## src/rtl/transpose_ctrl_if.sv

```systemverilog
// Handshake and status bundle between the transpose sequencer and its neighbours.
// Pure wiring: no logic, no latency.
// Backpressure is carried by row_ready (to the row DCT) and col_ready (from the column DCT).
interface transpose_ctrl_if #(
  parameter int N     = 8,
  parameter int CNT_W = 16
);
  localparam int IDX_W = $clog2(N);

  logic             abort;
  logic             row_valid;
  logic             row_ready;
  logic             col_valid;
  logic             col_ready;
  logic             tp_wr;
  logic             tp_rd;
  logic [IDX_W-1:0] row_idx;
  logic [IDX_W-1:0] col_idx;
  logic             block_done;
  logic [CNT_W-1:0] blk_cnt;

  // Driver side: row DCT, column DCT and block-level control.
  modport master (
    output abort, row_valid, col_ready,
    input  row_ready, col_valid, tp_wr, tp_rd, row_idx, col_idx, block_done, blk_cnt
  );

  // Controller side.
  modport slave (
    input  abort, row_valid, col_ready,
    output row_ready, col_valid, tp_wr, tp_rd, row_idx, col_idx, block_done, blk_cnt
  );
endinterface

```

## src/rtl/transpose_ctrl.sv

```systemverilog
// Fill/drain sequencer for the single-buffered NxN transpose memory between the DCT passes.
// Latency: strobes are combinational from state and handshakes; first column valid the cycle after the N-th row.
// Backpressure: row_valid gaps and col_ready gaps stall the row/column indices indefinitely.
module transpose_ctrl #(
  parameter int N     = 8,
  parameter int CNT_W = 16
) (
  input  logic               clk,
  input  logic               rst,
  transpose_ctrl_if.slave    bus
);
  localparam int IDX_W = $clog2(N);
  localparam logic [IDX_W-1:0] LAST = IDX_W'(N - 1);

  typedef enum logic {FILL, DRAIN} state_t;

  state_t           state_q, state_d;
  logic [IDX_W-1:0] row_idx_q, row_idx_d;
  logic [IDX_W-1:0] col_idx_q, col_idx_d;
  logic [CNT_W-1:0] blk_cnt_q, blk_cnt_d;

  logic row_ready, col_valid, tp_wr, tp_rd, block_done;

  // Next-state and output decode; reset and abort both silence every strobe and handshake.
  always_comb begin
    state_d    = state_q;
    row_idx_d  = row_idx_q;
    col_idx_d  = col_idx_q;
    blk_cnt_d  = blk_cnt_q;
    row_ready  = 1'b0;
    col_valid  = 1'b0;
    tp_wr      = 1'b0;
    tp_rd      = 1'b0;
    block_done = 1'b0;
    if (rst) begin
      state_d = FILL;
    end else if (bus.abort) begin
      state_d   = FILL;
      row_idx_d = '0;
      col_idx_d = '0;
    end else begin
      case (state_q)
        FILL: begin
          row_ready = 1'b1;
          tp_wr     = bus.row_valid;
          if (tp_wr) begin
            if (row_idx_q == LAST) begin
              row_idx_d = '0;
              state_d   = DRAIN;
            end else begin
              row_idx_d = row_idx_q + 1'b1;
            end
          end
        end
        DRAIN: begin
          col_valid = 1'b1;
          tp_rd     = bus.col_ready;
          if (tp_rd) begin
            if (col_idx_q == LAST) begin
              // The final shift empties the array; the next fill rewrites every row.
              col_idx_d  = '0;
              block_done = 1'b1;
              blk_cnt_d  = blk_cnt_q + 1'b1;
              state_d    = FILL;
            end else begin
              col_idx_d = col_idx_q + 1'b1;
            end
          end
        end
        default: state_d = FILL;
      endcase
    end
  end

  // State, index and block counter registers with synchronous reset.
  always_ff @(posedge clk) begin
    if (rst) begin
      state_q   <= FILL;
      row_idx_q <= '0;
      col_idx_q <= '0;
      blk_cnt_q <= '0;
    end else begin
      state_q   <= state_d;
      row_idx_q <= row_idx_d;
      col_idx_q <= col_idx_d;
      blk_cnt_q <= blk_cnt_d;
    end
  end

  assign bus.row_ready  = row_ready;
  assign bus.col_valid  = col_valid;
  assign bus.tp_wr      = tp_wr;
  assign bus.tp_rd      = tp_rd;
  assign bus.block_done = block_done;
  assign bus.row_idx    = row_idx_q;
  assign bus.col_idx    = col_idx_q;
  assign bus.blk_cnt    = blk_cnt_q;
endmodule

```

## src/flat_wrapper.sv

```systemverilog
// flat-port wrapper written by rule: the top's interface ports become plain ports
module transpose_ctrl_flat 
#(
  parameter int N     = 8,
  parameter int CNT_W = 16
)
  (clk, rst, bus_abort, bus_row_valid, bus_col_ready, bus_row_ready, bus_col_valid, bus_tp_wr, bus_tp_rd, bus_row_idx, bus_col_idx, bus_block_done, bus_blk_cnt);
  transpose_ctrl_if #(.N(N), .CNT_W(CNT_W)) bus_i ();
  input  logic clk;
  input  logic rst;
  input wire logic [$bits(bus_i.abort)-1:0] bus_abort;
  input wire logic [$bits(bus_i.row_valid)-1:0] bus_row_valid;
  input wire logic [$bits(bus_i.col_ready)-1:0] bus_col_ready;
  output wire logic [$bits(bus_i.row_ready)-1:0] bus_row_ready;
  output wire logic [$bits(bus_i.col_valid)-1:0] bus_col_valid;
  output wire logic [$bits(bus_i.tp_wr)-1:0] bus_tp_wr;
  output wire logic [$bits(bus_i.tp_rd)-1:0] bus_tp_rd;
  output wire logic [$bits(bus_i.row_idx)-1:0] bus_row_idx;
  output wire logic [$bits(bus_i.col_idx)-1:0] bus_col_idx;
  output wire logic [$bits(bus_i.block_done)-1:0] bus_block_done;
  output wire logic [$bits(bus_i.blk_cnt)-1:0] bus_blk_cnt;
  assign bus_i.abort = bus_abort;
  assign bus_i.row_valid = bus_row_valid;
  assign bus_i.col_ready = bus_col_ready;
  assign bus_row_ready = bus_i.row_ready;
  assign bus_col_valid = bus_i.col_valid;
  assign bus_tp_wr = bus_i.tp_wr;
  assign bus_tp_rd = bus_i.tp_rd;
  assign bus_row_idx = bus_i.row_idx;
  assign bus_col_idx = bus_i.col_idx;
  assign bus_block_done = bus_i.block_done;
  assign bus_blk_cnt = bus_i.blk_cnt;
  transpose_ctrl #(.N(N), .CNT_W(CNT_W)) u_core (.clk(clk), .rst(rst), .bus(bus_i));
endmodule
```

## config.mk

```make
export PLATFORM = sky130hd
export DESIGN_NAME = transpose_ctrl_flat
export DESIGN_NICKNAME = d
export VERILOG_FILES = /design/src/rtl/transpose_ctrl_if.sv /design/src/rtl/transpose_ctrl.sv /design/src/flat_wrapper.sv
export SDC_FILE = /design/constraint.sdc
export NUM_CORES = 1
export LEC_CHECK = 0
export ABC_AREA = 1
export CAP_MARGIN = 20
export CORE_ASPECT_RATIO = 1.5
export CORE_MARGIN = 3
export CORE_UTILIZATION = 47
export DETAILED_ROUTE_END_ITERATION = 7
export GPL_TIMING_DRIVEN = 0
export PLACE_DENSITY = 0.85
export RECOVER_POWER = 100
export SLEW_MARGIN = 20
export SYNTH_ARGS = -nofsm -noshare
export SYNTH_HDL_FRONTEND = slang
export SYNTH_SLANG_ARGS = --single-unit
```

## constraint.sdc

```tcl
create_clock -name clk -period 2 [get_ports clk]
set_input_delay 0.4 -clock clk [delete_from_list [all_inputs] [get_ports clk]]
set_output_delay 0.4 -clock clk [all_outputs]
set_load 0.01 [all_outputs]
```

==> flow_summary.yaml <==
global_route:
  grt_max_degree: 14
  gr-total-overflow: 0
  antenna_found_initial: 0
  grt_usage: 0.205
  grt_pass1_wl_um: 4840
  grt_pass1_vias: 1202
die:
  fp.dieW_um: 47.5
  dieArea_um2: 3240
  coreArea_um2: 2340
  start_util: 0.519
  row_count: 21
  io_pins: 32
  dieHeight_um: 68.2
final_layout:
  diodes: 0
  layout-drive-gt1-share: 0.135
  fillers: 180
  fin_nets: 219
  syn_to_final_growth_pct: 34.2
  final_cells: 231
min_path:
  hp-class: "flop to flop"
  hold_end: "u_core.bus.blk_cnt[4]"
  hold_depth: 2
  hold_start: "u_core.bus.blk_cnt[4]"
worst_setup_path:
  reg2reg_depth: 9
  crit_chain: "clkdlybuf4s50_1, nand2_1, nor3_1, dlygate4sd2_1"
  worstPathArrival_ps: 1520
  cp_slowest_stage_delay_ps: 530
  startpoint: "bus_col_ready"
  crit_required_ps: 1600
  worstReg2RegStart: "u_core.bus.col_idx[0]"
  path_buf_inv: 2
  path_max_fanout: 6
  r2r_slack_ps: 430
  cp_top_family: "buffers and inverters"
  crit_slowest_cell: "clkdlybuf4s50_1"
  r2r_end: "u_core.bus.blk_cnt[5]"
  cp-start-kind: "input pin"
  worstSetupPathType: "input pin to primary output"
  cp-end-kind: "primary output"
logic_synthesis:
  synth-async-reset-ratio: 0
  synth_edf_count: 0
  avgSynthCellArea_um2: 7.10
  syn_area_um2: 1210
  seq_area_frac_synth: 0.379
  synth_nets: 181
  yosysUniqueCellTypes: 27
  syn_inst: 171
  yosysWarnings: 0
  synthFlopType: "dfxtp_1"
  ys_ff_latch: 23
drt:
  drc: 0
  vias_per_cell: 5.26
  drt-pass1-iter-count: 5
  totalWireLength_um: 2870
  num_vias: 1216
  drt_iter0_markers: 36
  wl_per_cell_um: 12.4
  ant_nets: 0
pwr:
  peakVddDrop_mv: 0.406
  total_power_w: 0.000727
  powerDensity_nw_per_um2: 447
  p_leak_nw: 0.703
sta:
  slew_headroom: 0.728
  final.setup.tns_ps: 0
  setup_viol: 0
  min_period_over_period: 0.961
  finClkSkew_ps: 4.24
  period_minus_slack_ps: 1920
  worst_pin_slew_ps: 408
  finalHoldViolCount: 0
  max_freq_ghz: 0.520
  maxSlewViolCount: 0
clock_tree:
  clock-sinks: 23
  ctsHoldBuffers: 0
  cts.clk_slew.worst_paths_ps: 130
  clockBufferDepth: 2
  ctsHtreeMaxLevel: 1
  clk_latency_ps: 310
  root_buffer: "clkbuf_4"
  cts_inserted_buffers: 3
  tritoncts: "built"
placement:
  dp.final_hpwl_um: 2220
  globalplace.congestion: 0.886
  dp_cells: 225
  io_buffers: 31
outcome:
  status: "complete, no violations"
job:
  drv_cap: 0
worst max-delay path by stage:
stage / end / slack, ps / cells past startpoint
after CTS: bus_block_done / -130 / 7
after global placement: bus_tp_wr / -550 / 5
after global routing: bus_tp_rd / -1 / 4
after floorplan: bus_block_done / 280 / 6
after detailed placement: bus_tp_wr / -560 / 5
final: bus_tp_rd / 80 / 4
cell type report:
cell class | instances | area, µm² | share of cell area
multi-input combinational | 119 | 682 | 0.419
clock buffer | 3 | 22.5 | 0.0138
inverter | 28 | 105 | 0.0645
clock inverter | 1 | 5.00 | 0.00307
timing repair buffer | 33 | 317 | 0.194
sequential | 23 | 465 | 0.286
tap | 23 | 28.8 | 0.0177
buffer | 1 | 3.75 | 0.00230
worst min-delay path, cell delays in order, from the launching register on:
cell and delay (ps):
dfxtp_1 350, inv_1 50, a21oi_1 50
sequential cells by signal (all words and copies together) (netlist names):
signal              count
u_core.state_q          1
u_core.bus.blk_cnt     16
u_core.bus.row_idx      3
u_core.bus.col_idx      3
cell usage after synthesis (2+ instances only):
| cell | instances | area, µm² |
|---|---|---|
| nand4_1 | 2 | 12.5 |
| nor3_1 | 9 | 45.0 |
| o21ai_0 | 10 | 50.1 |
| xor2_1 | 2 | 17.5 |
| ha_1 | 5 | 62.6 |
| a21oi_1 | 8 | 40.0 |
| nor2_2 | 5 | 31.3 |
| nor2_1 | 33 | 124 |
| nand3_1 | 2 | 10.0 |
| nand2_1 | 27 | 101 |
| dfxtp_1 | 23 | 460 |
| o21ai_1 | 3 | 15.0 |
| inv_1 | 26 | 97.6 |
| nand2_2 | 2 | 12.5 |
| inv_2 | 2 | 7.51 |
power by group:
part / total, W / leakage [nW] / internal, W / switching, W
clock: 0.000221 / 0.0177 / 0.0000748 / 0.000147
combinational: 0.0000453 / 0.498 / 0.0000204 / 0.0000249
sequential: 0.000461 / 0.187 / 0.000459 / 0.00000197
total: 0.000727 / 0.703 / 0.000554 / 0.000174
layout by cell type, fill, tap and decap left out, types with 3 or more instances in the layout:
cell type,Yosys,layout
nor3_1,9,9
nor2_2,5,5
inv_1,26,26
o21ai_0,10,10
a21oi_1,8,8
nand2_1,27,27
ha_1,5,3
dfxtp_1,23,21
dlygate4sd2_1,0,5
clkbuf_4,0,3
nor2_1,33,32
o21ai_1,3,3
clkdlybuf4s50_1,0,24
metrics by stage:
step	hold WS [ps]	cell area, µm²	worst slack [ps]	utilization
final	480	1630	77.6	0.697
after global placement	459	1550	-554	0.664
after global routing	534	1630	-1.29	0.697
after detailed placement	468	1550	-560	0.664
after floorplan	472	1210	281	-
after CTS	486	1600	-126	0.684
kinds of logic (layout without fill, tap and decap cells):
| family | after synthesis | after routing | synth area share |
|---|---|---|---|
| adder cells (fa/ha/maj) | 5 | 5 | 0.0515 |
| AO/OA/AOI/OAI | 24 | 24 | 0.108 |
| AND/OR/NAND/NOR | 88 | 88 | 0.357 |
| XOR/XNOR | 2 | 2 | 0.0144 |
| flip-flops | 23 | 23 | 0.379 |
| buffers and inverters | 29 | 66 | 0.0897 |
routing by layer:
layer	track usage	share of wire	vias up
met4	0.0934	0.015	0
met3	0.0421	0.061	4
met2	0.374	0.55	42
met5	0	0	-
li1	-	-	617
met1	0.211	0.38	553
what timing repair did:
item                       in CTS  in global routing
setup endpoints to repair       5                  2
setup buffers                   2                  0
resized for setup              11                 10
pin swaps                       2                  0
Power figures use the tool's default switching activity.
